### src/rtl/uart_pkg.sv
// Shared definitions for the memory-mapped UART: register offsets, STATUS bit
// positions and the transmitter state encoding.
package uart_pkg;

  localparam int unsigned DIV_W = 16;

  localparam logic [1:0] UART_DATA = 2'd0;
  localparam logic [1:0] UART_DIV  = 2'd1;
  localparam logic [1:0] UART_CTRL = 2'd2;

  localparam int unsigned ST_TX_EMPTY  = 0;
  localparam int unsigned ST_FULL      = 1;
  localparam int unsigned ST_BUSY      = 2;
  localparam int unsigned ST_OVF       = 3;
  localparam int unsigned ST_COUNT_LSB = 8;

  typedef enum logic [1:0] {IDLE, START, DATA, STOP} uart_state_t;

  // A divider of zero would stall the bit timer forever, so it becomes one.
  function automatic logic [DIV_W-1:0] div_sanitize(input logic [DIV_W-1:0] v);
    return (v == '0) ? DIV_W'(1) : v;
  endfunction

endpackage

### src/rtl/sync_fifo.sv
// Single-clock FIFO with first-word fall-through read data.
// A push is refused while full, even if a pop happens in the same cycle.
module sync_fifo #(
  parameter int unsigned WIDTH = 8,
  parameter int unsigned DEPTH = 8,
  localparam int unsigned AW = (DEPTH > 1) ? $clog2(DEPTH) : 1,
  localparam int unsigned CW = AW + 1
) (
  input  logic             clk,
  input  logic             reset,
  input  logic             push,
  input  logic             pop,
  input  logic [WIDTH-1:0] din,
  output logic [WIDTH-1:0] dout,
  output logic             full,
  output logic             empty,
  output logic [CW-1:0]    count
);

  logic [WIDTH-1:0] mem_q [DEPTH];
  logic [WIDTH-1:0] mem_d [DEPTH];
  logic [AW-1:0]    wr_ptr_q, wr_ptr_d;
  logic [AW-1:0]    rd_ptr_q, rd_ptr_d;
  logic [CW-1:0]    count_q, count_d;
  logic             full_q, full_d;
  logic             empty_q, empty_d;
  logic             push_ok, pop_ok;

  assign push_ok = push && !full_q;
  assign pop_ok  = pop && !empty_q;

  always_comb begin
    mem_d    = mem_q;
    wr_ptr_d = wr_ptr_q;
    rd_ptr_d = rd_ptr_q;
    if (push_ok) begin
      mem_d[wr_ptr_q] = din;
      wr_ptr_d        = wr_ptr_q + AW'(1);
    end
    if (pop_ok) begin
      rd_ptr_d = rd_ptr_q + AW'(1);
    end
    count_d = count_q + CW'(push_ok) - CW'(pop_ok);
    full_d  = (count_d == CW'(DEPTH));
    empty_d = (count_d == '0);
  end

  always_ff @(posedge clk) begin
    if (!reset) begin
      wr_ptr_q <= '0;
      rd_ptr_q <= '0;
      count_q  <= '0;
      full_q   <= 1'b0;
      empty_q  <= 1'b1;
    end else begin
      wr_ptr_q <= wr_ptr_d;
      rd_ptr_q <= rd_ptr_d;
      count_q  <= count_d;
      full_q   <= full_d;
      empty_q  <= empty_d;
    end
  end

  // Storage needs no reset; the pointers define what is valid.
  always_ff @(posedge clk) begin
    mem_q <= mem_d;
  end

  assign dout  = mem_q[rd_ptr_q];
  assign full  = full_q;
  assign empty = empty_q;
  assign count = count_q;

endmodule

### src/rtl/uart_tx_mmap.sv
// Memory-mapped 8N1 UART transmitter: CPU stores to DATA are queued in a FIFO
// and shifted out LSB first on tx at a programmable clocks-per-bit rate.
module uart_tx_mmap
  import uart_pkg::*;
#(
  parameter int unsigned FIFO_DEPTH  = 8,
  parameter logic [15:0] DEFAULT_DIV = 16'd868
) (
  input  logic        clk,
  input  logic        reset,
  input  logic [29:0] addr,
  input  logic        re,
  output logic [31:0] rd,
  input  logic        we,
  input  logic [31:0] wd,
  output logic        tx,
  output logic        tx_irq
);

  localparam int unsigned CW = $clog2(FIFO_DEPTH) + 1;

  uart_state_t      state_q, state_d;
  logic [DIV_W-1:0] cnt_q, cnt_d;
  logic [DIV_W-1:0] div_lat_q, div_lat_d;
  logic [DIV_W-1:0] div_q, div_d;
  logic [2:0]       bit_idx_q, bit_idx_d;
  logic [7:0]       shift_q, shift_d;
  logic             tx_q, tx_d;
  logic             ovf_q, ovf_d;

  logic             wr_data, wr_div, wr_ctrl;
  logic             fifo_pop;
  logic [7:0]       fifo_dout;
  logic             fifo_full, fifo_empty;
  logic [CW-1:0]    fifo_count;
  logic [31:0]      status;
  logic             unused_bits;

  assign wr_data = we && (addr[1:0] == UART_DATA);
  assign wr_div  = we && (addr[1:0] == UART_DIV);
  assign wr_ctrl = we && (addr[1:0] == UART_CTRL);

  sync_fifo #(
    .WIDTH(8),
    .DEPTH(FIFO_DEPTH)
  ) u_fifo (
    .clk  (clk),
    .reset(reset),
    .push (wr_data),
    .pop  (fifo_pop),
    .din  (wd[7:0]),
    .dout (fifo_dout),
    .full (fifo_full),
    .empty(fifo_empty),
    .count(fifo_count)
  );

  // Register file: divider and sticky overflow flag.
  always_comb begin
    div_d = div_q;
    ovf_d = ovf_q;
    if (wr_div) begin
      div_d = div_sanitize(wd[15:0]);
    end
    if (wr_data && fifo_full) begin
      ovf_d = 1'b1;
    end
    if (wr_ctrl && wd[0]) begin
      ovf_d = 1'b0;
    end
  end

  // Frame sequencer; tx_d is the line level for the current state, so tx
  // trails the state by one cycle uniformly across every bit.
  always_comb begin
    state_d   = state_q;
    cnt_d     = cnt_q;
    div_lat_d = div_lat_q;
    bit_idx_d = bit_idx_q;
    shift_d   = shift_q;
    fifo_pop  = 1'b0;
    tx_d      = 1'b1;
    unique case (state_q)
      IDLE: begin
        if (!fifo_empty) begin
          fifo_pop  = 1'b1;
          shift_d   = fifo_dout;
          div_lat_d = div_q;
          cnt_d     = div_q - DIV_W'(1);
          state_d   = START;
        end
      end
      START: begin
        tx_d = 1'b0;
        if (cnt_q == '0) begin
          cnt_d     = div_lat_q - DIV_W'(1);
          bit_idx_d = 3'd0;
          state_d   = DATA;
        end else begin
          cnt_d = cnt_q - DIV_W'(1);
        end
      end
      DATA: begin
        tx_d = shift_q[0];
        if (cnt_q == '0) begin
          cnt_d   = div_lat_q - DIV_W'(1);
          shift_d = {1'b0, shift_q[7:1]};
          if (bit_idx_q == 3'd7) begin
            state_d = STOP;
          end else begin
            bit_idx_d = bit_idx_q + 3'd1;
          end
        end else begin
          cnt_d = cnt_q - DIV_W'(1);
        end
      end
      STOP: begin
        tx_d = 1'b1;
        if (cnt_q == '0) begin
          if (!fifo_empty) begin
            fifo_pop  = 1'b1;
            shift_d   = fifo_dout;
            div_lat_d = div_q;
            cnt_d     = div_q - DIV_W'(1);
            state_d   = START;
          end else begin
            state_d = IDLE;
          end
        end else begin
          cnt_d = cnt_q - DIV_W'(1);
        end
      end
    endcase
  end

  always_ff @(posedge clk) begin
    if (!reset) begin
      state_q   <= IDLE;
      cnt_q     <= '0;
      div_lat_q <= DEFAULT_DIV;
      bit_idx_q <= '0;
      shift_q   <= '0;
      tx_q      <= 1'b1;
      div_q     <= DEFAULT_DIV;
      ovf_q     <= 1'b0;
    end else begin
      state_q   <= state_d;
      cnt_q     <= cnt_d;
      div_lat_q <= div_lat_d;
      bit_idx_q <= bit_idx_d;
      shift_q   <= shift_d;
      tx_q      <= tx_d;
      div_q     <= div_d;
      ovf_q     <= ovf_d;
    end
  end

  assign tx     = tx_q;
  assign tx_irq = fifo_empty && (state_q == IDLE);

  // Read path is combinational from the address and current state.
  always_comb begin
    status                      = '0;
    status[ST_TX_EMPTY]         = tx_irq;
    status[ST_FULL]             = fifo_full;
    status[ST_BUSY]             = (state_q != IDLE);
    status[ST_OVF]              = ovf_q;
    status[ST_COUNT_LSB +: 8]   = 8'(fifo_count);
    rd = '0;
    if (re) begin
      case (addr[1:0])
        UART_DATA: rd = status;
        UART_DIV:  rd = {16'h0, div_q};
        default:   rd = '0;
      endcase
    end
  end

  assign unused_bits = ^{addr[29:2], wd[31:16]};

endmodule

### config.mk
export PLATFORM = sky130hd
export DESIGN_NAME = uart_tx_mmap
export DESIGN_NICKNAME = d
export VERILOG_FILES = /design/src/rtl/uart_pkg.sv /design/src/rtl/sync_fifo.sv /design/src/rtl/uart_tx_mmap.sv
export SDC_FILE = /design/constraint.sdc
export NUM_CORES = 1
export LEC_CHECK = 0
export BUFFER_PORTS_ARGS = -buffer_cell sky130_fd_sc_hd__buf_4
export CAP_MARGIN = 20
export CORE_MARGIN = 10
export CORE_UTILIZATION = 45
export CTS_BUF_LIST = sky130_fd_sc_hd__clkbuf_2 sky130_fd_sc_hd__clkbuf_4 sky130_fd_sc_hd__clkbuf_8
export CTS_CLUSTER_SIZE = 40
export DETAILED_ROUTE_END_ITERATION = 8
export HOLD_SLACK_MARGIN = 0.12
export PLACE_DENSITY = 0.7
export SLEW_MARGIN = 0
export SYNTH_ARGS = -nofsm -noshare
export SYNTH_HDL_FRONTEND = slang
export SYNTH_SLANG_ARGS = --single-unit
### constraint.sdc
create_clock -name clk -period 6.3 [get_ports clk]
set_clock_uncertainty 0.15 [all_clocks]
set_input_delay 0.315 -clock clk [delete_from_list [all_inputs] [get_ports clk]]
set_output_delay 0.315 -clock clk [all_outputs]
set_load 0.02 [all_outputs]
# Yosys cells after proc, flatten, opt, wreduce, memory -nomap -nowiden
# Index checks and enable logic that the tools add are counted.
# totals
ff_bits,139
inputBits,66
output_inout_bits,34
elab_cells,109
# classes
addsub,8
order_cmp,3
eq_ne,13
muxes,35
n_bitwise,3
n_reduce_logical,26
# ops
operator,count
two-way mux 16 bit,7
bitwise mux 64 bit,1
one-hot mux 16 bit (2 select lines),2
two-way mux 8 bit,6
one-hot mux 16 bit (3 select lines),1
"subtractor 16 x 1 -> 16 bit, second input constant",3
logical NOT 16 bit,2
binary-select mux 8 bit (select 3 bit),1
demux 8 bit (select 3 bit),1
one-hot mux 8 bit (3 select lines),1
"inequality test 2 bit, second input constant",6
two-way mux 2 bit,5
"adder 3 x 1 -> 3 bit, second input constant",3
logical AND 1 bit,9
two-way mux 3 bit,3
"greater-or-equal comparator 4 bit, second input constant",2
NOT 3 -> 4 bit,2
one-hot mux 2 bit (4 select lines),1
"equality test 2 bit, second input constant",3
one-hot mux 3 bit (2 select lines),1
nonzero test 2 bit,3
AND reduction 5 bit,1
adder 4 x 1 -> 4 bit,1
"equality test 2 x 1 -> 1 bit, second input constant",2
15 further kinds,21

# Longest topological paths before layout
# Gate-level depths: netlist (run 1).
# logic_depth
depth_word,7
depth_mapped,15
ltp_nobuf,15

# By module
# Synthesis (run 1) repeated with hierarchy kept, for this count alone.
# unflattened
hier_cells,678
hier_area_um2,7205.7
# modules_own_cells
mod,n_inst,cells_each,area_each_um2,seq_area_each_um2
uart_tx_mmap,1,515,4108.9,1261.2
sync_fifo,1,163,3096.7,2162.1

# Worst setup path before layout (run 1)
# No wires, ideal clock.
# synth_path
kind,reg-to-reg
startpoint,register cnt_q[0]
endpoint,"register u_fifo.empty_q, in the netlist u_fifo.empty"
setup_ns,0.074
arrival_ns,3.056
required_time_ns,6.076
path_slack_ns,3.020
path_stages_with_launch,15
n_path_buf,0
synth_period_minus_slack_ns,3.280
path_cell_list,dfxtp_1 -> inv_1 -> ha_1 -> nor4b_1 -> and4_2 -> a21oi_1 -> nor3_1 -> ha_1 -> inv_1 -> ha_1 -> inv_1 -> fa_1 -> xor2_1 -> nand3b_1 -> o21ai_0
# synth_via
elab_chain_cells,6
# synth_rtl
element,line_no,source
"start, declared",uart_tx_mmap.sv:23,"logic [DIV_W-1:0] cnt_q, cnt_d;"
"start signal, assigned",uart_tx_mmap.sv:148,cnt_q <= cnt_d;
logical NOT 16 bit,uart_tx_mmap.sv:119,if (cnt_q == '0) begin
two-way mux 1 bit,uart_tx_mmap.sv:119,
one-hot mux 1 bit (2 select lines),uart_tx_mmap.sv:83,unique case (state_q)
logical AND 1 bit,sync_fifo.sv:30,assign pop_ok = pop && !empty_q;
named net u_fifo.pop_ok,sync_fifo.sv:27,"logic push_ok, pop_ok;"
subtractor 4 x 1 -> 4 bit,sync_fifo.sv:43,count_d = count_q + CW'(push_ok) - CW'(pop_ok);
logical NOT 4 bit,sync_fifo.sv:45,empty_d = (count_d == '0);
"end signal, assigned",sync_fifo.sv:60,empty_q <= empty_d;
"end, declared",sync_fifo.sv:26,"logic empty_q, empty_d;"
# The timed path passes the listed nets, and every way through them passes these cells.
# A chain may end at the register's enable or synchronous reset.

# Worst setup path in the final report (run 1)
# Same ends and word-level chain as after synthesis.

==> load_flow_metrics.sql, run 1 <==
INSERT INTO impl_metrics (metric_group, metric, value, unit) VALUES
('clock_tree', 'tritoncts_num_sinks', '139', ''),
('routing', 'route.vias.total', '5619', ''),
('outcome', 'status', 'finished clean', ''),
('worst_hold_path', 'min_delay_path_depth', '5', ''),
('global_route', 'grt.overflow.total', '0', ''),
('power', 'vdd_ir_drop_max', '0.241', 'mV'),
('die', 'initial_core_util', '45.6', '%'),
('sta', 'grt_setup_unrepaired', 'false', ''),
('finish', 'flow.area_growth_from_synthesis', '12.7', '%'),
('synth', 'synthesis.yosys.warnings', '0', ''),
('clock_tree', 'clockRootBuffer', 'clkbuf_8', ''),
('synth', 'synthCells', '733', ''),
('synth', 'syn-mean-instance-area', '9.85', 'um2'),
('power', 'finalPower', '3.19', 'mW'),
('worst_setup_path', 'crit_path_start_kind', 'register', ''),
('worst_setup_path', 'arrival', '4450', 'ps'),
('synth', 'sequential_element_share_of_the_synthesized_area', '47.4', '%'),
('synth', 'ys_dominant_reg_cell', 'dfxtp_1', ''),
('sta', 'finalHoldWorstSlack', '207', 'ps'),
('synth', 'synth_async_sr_flop_share', '0', '%'),
('synth', 'ys_types', '69', ''),
('routing', 'detail-route-antenna-nets', '0', ''),
('synth', 'register_bit_total_from_synthesis', '139', ''),
('global_route', 'grt_antenna_before_repair', '1', ''),
('finish', 'fin_nets', '853', ''),
('power', 'p_per_area', '392', 'nW/um2'),
('global_route', 'grt_pass1_vias', '5144', ''),
('placed_design', 'io_buffer_count', '39', ''),
('worst_setup_path', 'worst-setup-path-type', 'reg -> reg', ''),
('routing', 'detail_route.first_pass.iterations', '5', ''),
('placed_design', 'place.gp.congestion', '0.837', ''),
('worst_setup_path', 'worstRegToRegCells', '14', ''),
('die', 'chipWidth', '147', 'um'),
('finish', 'layout.core_utilization', '51.4', '%'),
('die', 'die_area', '21500', 'um2'),
('clock_tree', 'cts_made_buffers', '17', ''),
('sta', 'setup_viol', '0', ''),
('worst_setup_path', 'critical_path.endpoint_type', 'register', ''),
('routing', 'drcViolationCount', '0', ''),
('clock_tree', 'cts.reportedPaths.clkPinSlew', '90', 'ps'),
('synth', 'ys_top_cells_by_count', '100 x nand2_1, 75 x dfxtp_1, 66 x nor2_1, 64 x edfxtp_1, 59 x a21oi_1', ''),
('sta', 'period_minus_slack', '4200', 'ps'),
('die', 'design.portCount', '100', ''),
('synth', 'cell_types_occupying_the_most_area_after_synthesis', 'edfxtp_1 27%, dfxtp_1 21%, nand2_1 5.2%', ''),
('clock_tree', 'post_cts.repair.setup_buffers', '0', ''),
('placed_design', 'half_perimeter_wire_length_of_the_detailed_placement_result', '12100', 'um'),
('sta', 'max_slew_margin', '33.4', '%'),
('routing', 'wirelength', '17600', 'um'),
('sta', 'worst_pin_slew', '995', 'ps'),
('sta', 'hold_viol', '0', ''),
('clock_tree', 'post_cts_hold_buffers', '20', ''),
('worst_setup_path', 'cp-startpoint', 'cnt_q[0]', ''),
('clock_tree', 'clk_latency', '460', 'ps'),
('global_route', 'global_route.usage.total', '16.3', '%'),
('routing', 'vias_per_cell', '5.63', ''),
('synth', 'synth_enable_flop_cells', '64', ''),
('worst_hold_path', 'hold_path_startpoint', 'we', ''),
('finish', 'diodes', '0', ''),
('worst_setup_path', 'cp_max_fo', '14', ''),
('die', 'die-height', '147', 'um'),
('worst_hold_path', 'worst_hold_path_type', 'in -> reg', ''),
('sta', 'final.setup.tns', '0', 'ps'),
('clock_tree', 'clock_tree.htree_level_count', '4', ''),
('flow_run', 'cap_violations', '0', ''),
('worst_setup_path', 'reg2reg_from', 'cnt_q[0]', ''),
('global_route', 'grt_start_max_net_pins', '40', ''),
('synth', 'yosys.cell_count.top_type', 'nand2_1', ''),
('synth', 'post_synth_instance_area', '7220', 'um2'),
('clock_tree', 'cts.repair.resized', '0', ''),
('synth', 'netlist.area_leader.share', '26.6', '%'),
('worst_setup_path', 'worst_ep_required_time', '6550', 'ps'),
('routing', 'first_iter_violations', '612', ''),
('clock_tree', 'cts_buffer_depth', '2', ''),
('sta', 'min_period_over_period', '66.7', '%'),
('clock_tree', 'cts_tree', 'yes', ''),
('die', 'placeableCoreArea', '15800', 'um2'),
('synth', 'post-synth-top-area-cell', 'edfxtp_1', ''),
('sta', 'fmax', '238', 'MHz'),
('finish', 'layout_cell_share_with_drive_strength_beyond_1', '14.1', '%'),
('sta', 'slew_viol_final', '0', ''),
('global_route', 'first_pass_grt_wire_length', '28100', 'um'),
('die', 'num_rows', '46', ''),
('power', 'power_leakage', '2.95', 'nW'),
('routing', 'mean_routed_wirelength_per_cell', '17.7', 'um');
-- layout by cell type (no fill, tap or decap), types with 3 or more instances in the layout --
cell type,instances
a21o_1,3
a21oi_1,59
a22oi_1,4
a31oi_1,5
and2_1,3
and3_1,10
buf_4,44
clkbuf_8,17
clkinv_4,3
conb_1,16
dfxtp_1,75
dlygate4sd3_1,20
edfxtp_1,64
ha_1,17
inv_1,19
inv_6,3
inv_8,5
mux2i_1,20
mux4_2,16
nand2_1,100
nand2b_1,8
nand3_1,18
nand4_1,7
nor2_1,66
nor2b_1,4
nor3_1,18
nor3b_1,7
nor4_1,9
nor4b_1,3
o211ai_1,3
o21ai_0,19
o22ai_1,14
or2_2,5
or3_1,6
xnor2_1,29
xor2_1,12
-- cell type report --
class,count,area [um2]
clock buffer,17,234
clock inverter,15,154
fill,1444,7690
inverter,20,75.1
multi-input combinational,527,3450
sequential,139,3420
tap,216,270
timing repair buffer,64,531
-- through the flow --
stage	setup slack [ps]	std cells	area (um2)
after floorplan	3020	748	7270
after global placement	2170	946	7550
after detailed placement	2110	946	7550
after CTS	2080	998	8140
after global routing	1770	998	8140
final	2100	998	8140
-- cells by family (layout without fill, tap and decap cells) --
| kind of cell | count (synthesis) | count (layout) | share of synthesized area (%) |
|---|---|---|---|
| AND/OR/NAND/NOR | 281 | 281 | 19.5 |
| other | 1 | 16 | 0.0520 |
| buffers and inverters | 82 | 116 | 5.56 |
| AO/OA/AOI/OAI | 135 | 135 | 11.5 |
| flip-flops | 139 | 139 | 47.4 |
| XOR/XNOR | 41 | 41 | 4.97 |
| adder cells (fa/ha/maj) | 18 | 18 | 3.22 |
| multiplexers | 36 | 36 | 7.77 |
-- critical path, cell delays in order (launching register included) --
cell and delay, ps:
dfxtp_1 380, inv_1 130, ha_1 190, nor4b_1 510, and4_2 520, a21oi_1 140, nor3_1 650, ha_1 360
inv_1 60, ha_1 160, inv_1 60, fa_1 370, xor2_1 190, nand3b_1 140, o21ai_0 140
-- sequential cells by signal, summed over array words and instances, names as in the netlist --
signal           cells
bit_idx_q            3
cnt_q               16
div_lat_q           16
div_q               16
ovf_q                1
shift_q              8
state_q              2
tx                   1
u_fifo.count         4
u_fifo.empty         1
u_fifo.full          1
u_fifo.mem_q        64
u_fifo.rd_ptr_q      3
u_fifo.wr_ptr_q      3
-- metal layers --
layer  vias to the layer above  global-route usage [%]  part of all wire (%)
met5                         -                       0                 0.074
met4                         2                    4.55                   1.5
met3                        38                    4.88                   7.3
met2                       207                    24.6                    46
met1                      2684                    22.2                    45
li1                       2688                       -                     -
-- path summary, 6_finish.rpt --
kind / slack [ps] / endpoint
worst max-delay path: 2100 / u_fifo.empty
worst min-delay path: 210 / ovf_q
worst max register to register: 2100 / u_fifo.empty
worst min register to register: 320 / bit_idx_q[1]
-- power by group --
group	switching [mW]	total [mW]	internal, mW
Clock	0.392	0.719	0.327
Combinational	0.776	1.30	0.528
Sequential	0.120	1.17	1.05
Total	1.29	3.19	1.90
No activity file was read; power rests on OpenSTA's default activity.
==> run 2: changes to the inputs <==
--- a/config.mk
+++ b/config.mk
@@ -13,7 +13,7 @@
 export CTS_CLUSTER_SIZE = 40
 export DETAILED_ROUTE_END_ITERATION = 8
 export HOLD_SLACK_MARGIN = 0.12
-export PLACE_DENSITY = 0.7
+export PLACE_DENSITY = 0.72
 export SLEW_MARGIN = 0
 export SYNTH_ARGS = -nofsm -noshare
 export SYNTH_HDL_FRONTEND = slang
==> constraint.sdc (replaced) <==
create_clock -name clk -period 3.45 [get_ports clk]
set_clock_uncertainty 0.15 [all_clocks]
set_input_delay 0.1725 -clock clk [delete_from_list [all_inputs] [get_ports clk]]
set_output_delay 0.1725 -clock clk [all_outputs]
set_load 0.02 [all_outputs]
==> run 2 against run 1 <==
  * Clock power grew 91%
  * First-iteration DRC count decreased by 17%
  * Utilization up 1.2 points
  * Combinational power increased by 95%
  * Die area stayed put
  * Final cell count rose by 1.8%
  * Non-clock buffer count grew 18
  * Register-to-register slack worse by 1800 ps
  * Worst hold slack worse by 47 ps
  * Setup slack got worse by 1800 ps
  * Design area rose by 2.3%
  * Maximum frequency up 32%
  * Largest cell class unchanged
==> load_flow_metrics.sql, run 2 (synthesis gave the netlist of run 1 again) <==
INSERT INTO impl_metrics (metric_group, metric, value, unit) VALUES
('worst_setup_path', 'worst-setup-path-type', 'reg -> reg', ''),
('placed_design', 'place.gp.congestion', '0.900', ''),
('finish', 'instances_no_fill', '1016', ''),
('routing', 'first_iter_violations', '511', ''),
('die', 'placeableCoreArea', '15800', 'um2'),
('finish', 'layout_commonest_cell', 'nand2_1', ''),
('global_route', 'grt_antenna_before_repair', '0', ''),
('routing', 'wirelength', '18100', 'um'),
('finish', 'most-common-layout-cells', '100 x nand2_1, 75 x dfxtp_1, 66 x nor2_1', ''),
('sta', 'grt_setup_unrepaired', 'false', ''),
('clock_tree', 'cts_made_buffers', '17', ''),
('finish', 'layout_cell_share_with_drive_strength_beyond_1', '15.9', '%'),
('worst_setup_path', 'crit_path_start_kind', 'register', ''),
('die', 'die_area', '21500', 'um2'),
('sta', 'final.setup.tns', '0', 'ps'),
('sta', 'min_period_over_period', '92.5', '%'),
('sta', 'hold_viol', '0', ''),
('worst_setup_path', 'worstRegToRegCells', '14', ''),
('die', 'num_rows', '46', ''),
('clock_tree', 'cts_buffer_depth', '2', ''),
('flow_run', 'cap_violations', '0', ''),
('finish', 'flow.area_growth_from_synthesis', '15.3', '%'),
('worst_setup_path', 'cp_max_fo', '6', ''),
('global_route', 'global_route.usage.total', '17.0', '%'),
('sta', 'fmax', '313', 'MHz'),
('routing', 'detail_route.first_pass.iterations', '5', ''),
('outcome', 'status', 'finished clean', ''),
('sta', 'max_slew_margin', '34.6', '%'),
('worst_setup_path', 'worst_ep_required_time', '3670', 'ps'),
('clock_tree', 'cts.reportedPaths.clkPinSlew', '80', 'ps'),
('power', 'p_per_area', '727', 'nW/um2'),
('routing', 'drcViolationCount', '0', ''),
('placed_design', 'half_perimeter_wire_length_of_the_detailed_placement_result', '12700', 'um'),
('finish', 'diodes', '0', ''),
('routing', 'route.vias.total', '5666', ''),
('worst_setup_path', 'critical_path.endpoint_type', 'register', ''),
('die', 'die-height', '147', 'um'),
('placed_design', 'placed_cells_incl_taps', '961', ''),
('clock_tree', 'clk_latency', '440', 'ps'),
('finish', 'fillCellCount', '1435', ''),
('placed_design', 'io_buffer_count', '39', ''),
('clock_tree', 'post_cts.repair.setup_buffers', '0', ''),
('worst_setup_path', 'regToRegSetupSlack', '260', 'ps'),
('worst_setup_path', 'crit-reg2reg-capture', 'u_fifo.empty', ''),
('worst_hold_path', 'min_delay_path_depth', '5', ''),
('clock_tree', 'clockRootBuffer', 'clkbuf_8', ''),
('finish', 'largest_reg_flops', '64', ''),
('global_route', 'grt_pass1_vias', '5517', ''),
('global_route', 'first_pass_grt_wire_length', '29600', 'um'),
('routing', 'detail-route-antenna-nets', '0', ''),
('worst_hold_path', 'end_of_the_worst_hold_path', 'ovf_q', ''),
('clock_tree', 'clock_tree.htree_level_count', '4', ''),
('die', 'initial_core_util', '45.6', '%'),
('finish', 'design_area', '8320', 'um2'),
('die', 'design.portCount', '100', ''),
('routing', 'mean_routed_wirelength_per_cell', '17.9', 'um'),
('worst_setup_path', 'reg2reg_from', 'cnt_q[0]', ''),
('global_route', 'grt_start_max_net_pins', '36', ''),
('power', 'vdd_ir_drop_max', '0.373', 'mV'),
('clock_tree', 'tritoncts_num_sinks', '139', ''),
('die', 'chipWidth', '147', 'um'),
('clock_tree', 'cts_tree', 'yes', ''),
('power', 'finalPower', '6.05', 'mW'),
('sta', 'setup_viol', '0', ''),
('finish', 'fin_nets', '871', ''),
('placed_design', 'dpl_cell_area', '7660', 'um2'),
('sta', 'worst_pin_slew', '978', 'ps'),
('routing', 'vias_per_cell', '5.58', ''),
('sta', 'finalHoldWorstSlack', '160', 'ps'),
('sta', 'slew_viol_final', '0', ''),
('power', 'power_leakage', '3.04', 'nW'),
('worst_hold_path', 'worst_hold_path_type', 'in -> reg', ''),
('sta', 'period_minus_slack', '3190', 'ps'),
('worst_setup_path', 'arrival', '3410', 'ps'),
('worst_hold_path', 'hold_path_startpoint', 'addr[0]', ''),
('global_route', 'grt.overflow.total', '0', ''),
('finish', 'regMostFlops', 'u_fifo.mem_q', '');
-- run 2: cell types whose count changed in the layout (fill, tap and decap cells not counted), moves of 2 or more --
cell and delta:
buf_4 +15, dlygate4sd3_1 +3, clkbuf_8 +2, clkinvlp_4 +2, inv_8 -2
-- run 2: layout make-up --
cell class	instances	area, um2	area share [%]
flip-flops and latches	139	3420	41.1
clock inverters	13	158	1.89
clock buffers	19	262	3.14
repair buffers	82	673	8.09
inverters	20	75.1	0.902
well taps	216	270	3.25
multi-input cells	527	3460	41.6
-- run 2: critical path: stages (launching register included) --
cell	delay, ps
dfxtp_1	430
inv_1	110
ha_1	210
nor4b_2	160
and4_2	260
a21oi_1	270
nor3_2	90
ha_1	280
inv_1	60
ha_1	150
inv_1	50
fa_1	370
xor2_1	210
nand3b_1	130
o21ai_0	180
-- run 2: worst max-delay path by stage --
stage / startpoint / to / slack [ps] / cells after the start
floorplan: cnt_q[0] / u_fifo.empty / 170 / 14
global placement: cnt_q[0] / u_fifo.empty / 360 / 14
detailed placement: cnt_q[0] / u_fifo.empty / 260 / 14
CTS: cnt_q[0] / u_fifo.empty / 220 / 14
global route: cnt_q[0] / u_fifo.empty / 30 / 14
finish: cnt_q[0] / u_fifo.empty / 260 / 14
-- run 2: routing by layer --
layer,up-vias,wire length (um),track usage (%)
li1,2703,-,-
met2,221,8200,26.1
met1,2721,8240,23.0
met5,-,0,0
met3,21,1410,4.20
met4,0,284,5.51
-- run 2: power by group --
part	total, mW	internal [mW]	leakage (nW)	switching, mW
Clock	1.37	0.701	0.209	0.672
Sequential	2.14	1.92	1.19	0.229
Combinational	2.53	1.05	1.65	1.48
-- run 2: stage by stage --
stage                     setup WS (ps)  utilization [%]
after floorplan                     170                -
after global routing               34.6             52.6
final                               258             52.6
after detailed placement            257             48.4
after CTS                           221             52.5
after global placement              361             48.4
-- run 2: repair_timing --
item                                    in CTS  in global routing
hold buffers                                23                  0
resized for setup                            0                  2
endpoints found under the setup margin       0                  2
endpoints found under the hold margin      108                  0
==> run 3: changes to the inputs <==
--- a/config.mk
+++ b/config.mk
@@ -5,6 +5,7 @@
 export SDC_FILE = /design/constraint.sdc
 export NUM_CORES = 1
 export LEC_CHECK = 0
+export ABC_AREA = 1
 export BUFFER_PORTS_ARGS = -buffer_cell sky130_fd_sc_hd__buf_4
 export CAP_MARGIN = 20
 export CORE_MARGIN = 10
@@ -12,6 +13,7 @@
 export CTS_BUF_LIST = sky130_fd_sc_hd__clkbuf_2 sky130_fd_sc_hd__clkbuf_4 sky130_fd_sc_hd__clkbuf_8
 export CTS_CLUSTER_SIZE = 40
 export DETAILED_ROUTE_END_ITERATION = 8
+export GPL_ROUTABILITY_DRIVEN = 0
 export HOLD_SLACK_MARGIN = 0.12
 export PLACE_DENSITY = 0.72
 export SLEW_MARGIN = 0
==> run 3 against run 2 <==
  * Maximum frequency increased by 7.6%
  * Non-clock buffer count fell by 8
  * Setup slack better by 230 ps
  * Sequential power increased by 6%
  * Synthesized cell count is 37% higher
  * Critical path depth is 1 higher
  * Largest power group unchanged
==> load_flow_metrics.sql, run 3 <==
INSERT INTO impl_metrics (metric_group, metric, value, unit) VALUES
('worst_hold_path', 'end_of_the_worst_hold_path', 'div_lat_q[8]', ''),
('worst_setup_path', 'crit-reg2reg-capture', 'u_fifo.empty', ''),
('worst_setup_path', 'crit_path_max_incr_delay', '370', 'ps'),
('synth', 'cell_types_occupying_the_most_area_after_synthesis', 'edfxtp_1 25%, dfxtp_1 19%, nand2_1 9.4%', ''),
('synth', 'ys_types', '47', ''),
('die', 'die-height', '151', 'um'),
('worst_setup_path', 'worstRegToRegCells', '15', ''),
('synth', 'synthCells', '1002', ''),
('worst_setup_path', 'cp_max_fo', '8', ''),
('worst_setup_path', 'regToRegSetupSlack', '480', 'ps'),
('sta', 'final.setup.tns', '0', 'ps'),
('synth', 'post_synth_instance_area', '7720', 'um2'),
('routing', 'vias_per_cell', '5.24', ''),
('placed_design', 'dpl_cell_area', '8140', 'um2'),
('routing', 'first_iter_violations', '618', ''),
('synth', 'ys_top_cells_by_count', '193 x nand2_1, 144 x nor2_1, 98 x o21ai_0, 91 x inv_1, 83 x nand3_1', ''),
('worst_hold_path', 'hold_path_startpoint', 'reset', ''),
('synth', 'yosys.cell_count.top_type', 'nand2_1', ''),
('global_route', 'global_route.usage.total', '17.1', '%'),
('routing', 'wirelength', '19300', 'um'),
('synth', 'sequential_element_share_of_the_synthesized_area', '44.4', '%'),
('clock_tree', 'cts.repair.resized', '0', ''),
('finish', 'fin_nets', '1141', ''),
('synth', 'ys_dominant_reg_cell', 'dfxtp_1', ''),
('die', 'design.portCount', '100', ''),
('worst_hold_path', 'min_delay_path_depth', '3', ''),
('worst_setup_path', 'cp_cell_sequence', 'inv_1 > ha_1 > and3_1 > nand3_4 > o21ai_2 > nand2_2 > clkinv_2 > ha_1 > inv_1 > ha_1 > inv_1 > fa_1 > xor2_1 > nand3b_1 > o21ai_0', ''),
('placed_design', 'io_buffer_count', '39', ''),
('routing', 'route.vias.total', '6770', ''),
('synth', 'synthesis.yosys.warnings', '0', ''),
('finish', 'instances_no_fill', '1291', ''),
('sta', 'grt_setup_unrepaired', 'false', ''),
('global_route', 'first_pass_grt_wire_length', '31200', 'um'),
('clock_tree', 'tritoncts_num_sinks', '139', ''),
('synth', 'register_bit_total_from_synthesis', '139', ''),
('synth', 'synth_enable_flop_cells', '64', ''),
('global_route', 'routing_usage_on_met3', '3.91', '%'),
('power', 'p_per_area', '754', 'nW/um2'),
('outcome', 'status', 'finished clean', ''),
('finish', 'layout_cell_share_with_drive_strength_beyond_1', '12.5', '%'),
('worst_hold_path', 'worst_hold_path_type', 'in -> reg', ''),
('clock_tree', 'cts_buffer_depth', '2', ''),
('finish', 'design_area', '8750', 'um2'),
('global_route', 'grt.overflow.total', '0', ''),
('power', 'power_leakage', '3.58', 'nW'),
('clock_tree', 'clock_tree.htree_level_count', '4', ''),
('routing', 'drcViolationCount', '0', ''),
('worst_setup_path', 'cpLargestDelayFamily', 'adder cells', ''),
('worst_setup_path', 'cp.buffers_inverters', '4', ''),
('routing', 'mean_routed_wirelength_per_cell', '14.9', 'um'),
('die', 'num_rows', '47', ''),
('die', 'die_area', '22800', 'um2'),
('worst_setup_path', 'worst-setup-path-type', 'reg -> reg', ''),
('routing', 'detail-route-antenna-nets', '0', ''),
('worst_setup_path', 'critical-path-slowest-cell', 'fa_1', ''),
('die', 'placeableCoreArea', '16700', 'um2'),
('global_route', 'grt_pass1_vias', '6224', ''),
('sta', 'max_slew_margin', '34.7', '%'),
('clock_tree', 'cts_tree', 'yes', ''),
('finish', 'regMostFlops', 'u_fifo.mem_q', ''),
('clock_tree', 'clk_latency', '460', 'ps'),
('worst_setup_path', 'crit_path_start_kind', 'register', ''),
('routing', 'detail_route.first_pass.iterations', '6', ''),
('global_route', 'groute.layer.met1.usage', '22.9', '%'),
('sta', 'setup_viol', '0', ''),
('finish', 'largest_reg_flops', '64', ''),
('sta', 'hold_viol', '0', ''),
('worst_setup_path', 'arrival', '3210', 'ps'),
('placed_design', 'half_perimeter_wire_length_of_the_detailed_placement_result', '13400', 'um'),
('finish', 'layout_commonest_cell', 'nand2_1', ''),
('clock_tree', 'clockRootBuffer', 'clkbuf_8', ''),
('global_route', 'grt_use_met2', '26.9', '%'),
('synth', 'netlist.area_leader.share', '24.9', '%'),
('clock_tree', 'cts.reportedPaths.clkPinSlew', '90', 'ps'),
('sta', 'period_minus_slack', '2970', 'ps'),
('sta', 'min_period_over_period', '86.0', '%'),
('sta', 'slew_viol_final', '0', ''),
('sta', 'fmax', '337', 'MHz'),
('sta', 'worst_pin_slew', '978', 'ps'),
('clock_tree', 'post_cts_hold_buffers', '21', ''),
('finish', 'flow.area_growth_from_synthesis', '13.3', '%'),
('clock_tree', 'post_cts.repair.setup_buffers', '0', ''),
('die', 'initial_core_util', '46.2', '%'),
('die', 'chipWidth', '151', 'um'),
('worst_setup_path', 'worstSetupPathDepth', '15', ''),
('worst_setup_path', 'reg2reg_from', 'cnt_q[0]', ''),
('synth', 'post-synth-top-area-cell', 'edfxtp_1', ''),
('global_route', 'grt_start_max_net_pins', '52', ''),
('placed_design', 'placed_cells_incl_taps', '1237', ''),
('finish', 'most-common-layout-cells', '193 x nand2_1, 144 x nor2_1, 98 x o21ai_0', ''),
('worst_setup_path', 'critical_path.endpoint_type', 'register', ''),
('synth', 'synth_async_sr_flop_share', '0', '%'),
('power', 'vdd_ir_drop_max', '0.458', 'mV'),
('worst_setup_path', 'worst_ep_required_time', '3690', 'ps'),
('synth', 'syn-mean-instance-area', '7.70', 'um2'),
('clock_tree', 'cts_made_buffers', '17', ''),
('global_route', 'grt_most_used_layer', 'met2', ''),
('global_route', 'grt_antenna_before_repair', '1', ''),
('flow_run', 'cap_violations', '0', '');
-- run 3: cell count changes in the layout (fill, tap and decap cells not counted), moves of 11 or more --
| cell | before | now |
|---|---|---|
| nand2_1 | 100 | 193 |
| a211oi_1 | 0 | 11 |
| mux4_2 | 16 | 0 |
| xnor2_1 | 29 | 6 |
| mux2i_1 | 20 | 0 |
| nand3_1 | 18 | 83 |
| inv_1 | 19 | 91 |
| a21oi_1 | 59 | 43 |
| o21ai_0 | 19 | 98 |
| o22ai_1 | 14 | 1 |
| o21ai_1 | 0 | 14 |
| nor2_1 | 66 | 144 |
-- run 3: layer usage --
metal	routed length (um)	vias up
li1	-	3415
met1	8750	3075
met2	8840	260
met3	1420	20
met4	246	0
met5	0	-
-- run 3: logic make-up (layout without fill, tap and decap cells) --
| family | count (synthesis) | in the layout | synth area share (%) |
|---|---|---|---|
| adder cells (fa/ha/maj) | 18 | 18 | 3.02 |
| flip-flops | 139 | 139 | 44.4 |
| buffers and inverters | 152 | 205 | 8.82 |
| other | 1 | 17 | 0.0486 |
| AO/OA/AOI/OAI | 193 | 193 | 14.2 |
| XOR/XNOR | 19 | 19 | 2.16 |
| AND/OR/NAND/NOR | 480 | 480 | 27.4 |
-- run 3: cell type report --
type                       count  area (um2)
sequential                   139        3420
antenna                        1        2.50
timing repair buffer          74         608
fill                        1578        7960
clock inverter                15         156
tap                          220         275
multi-input combinational    726        3670
inverter                      99         378
clock buffer                  17         234
-- run 3: how the worst max path moves through the flow --
stage / startpoint / end / slack [ps]
floorplan: state_q[0] / u_fifo.empty / 630
finish: cnt_q[0] / u_fifo.empty / 480
CTS: cnt_q[0] / u_fifo.empty / 490
global placement: cnt_q[0] / u_fifo.empty / 540
detailed placement: cnt_q[0] / u_fifo.empty / 510
global route: cnt_q[0] / u_fifo.empty / 280
-- run 3: worst min-delay path, stage by stage --
cell and delay [ps]:
buf_4 110, buf_4 290, o211ai_2 140
-- run 3: per-stage QoR --
stage | power (mW) | hold slack [ps] | util [%] | setup slack [ps]
global route | 7.11 | 163 | 52.4 | 278
finish | 6.59 | 153 | 52.4 | 485
global placement | 5.19 | 260 | 48.8 | 539
floorplan | 4.57 | 121 | - | 630
CTS | 6.57 | 143 | 52.4 | 488
detailed placement | 5.24 | 262 | 48.8 | 513
-- run 3: where the power goes --
part           total, mW  switching, mW  internal [mW]  leakage [nW]
logic               3.02           2.00           1.03          2.19
clock network       1.31          0.711          0.597         0.195
registers           2.26          0.274           1.99          1.19
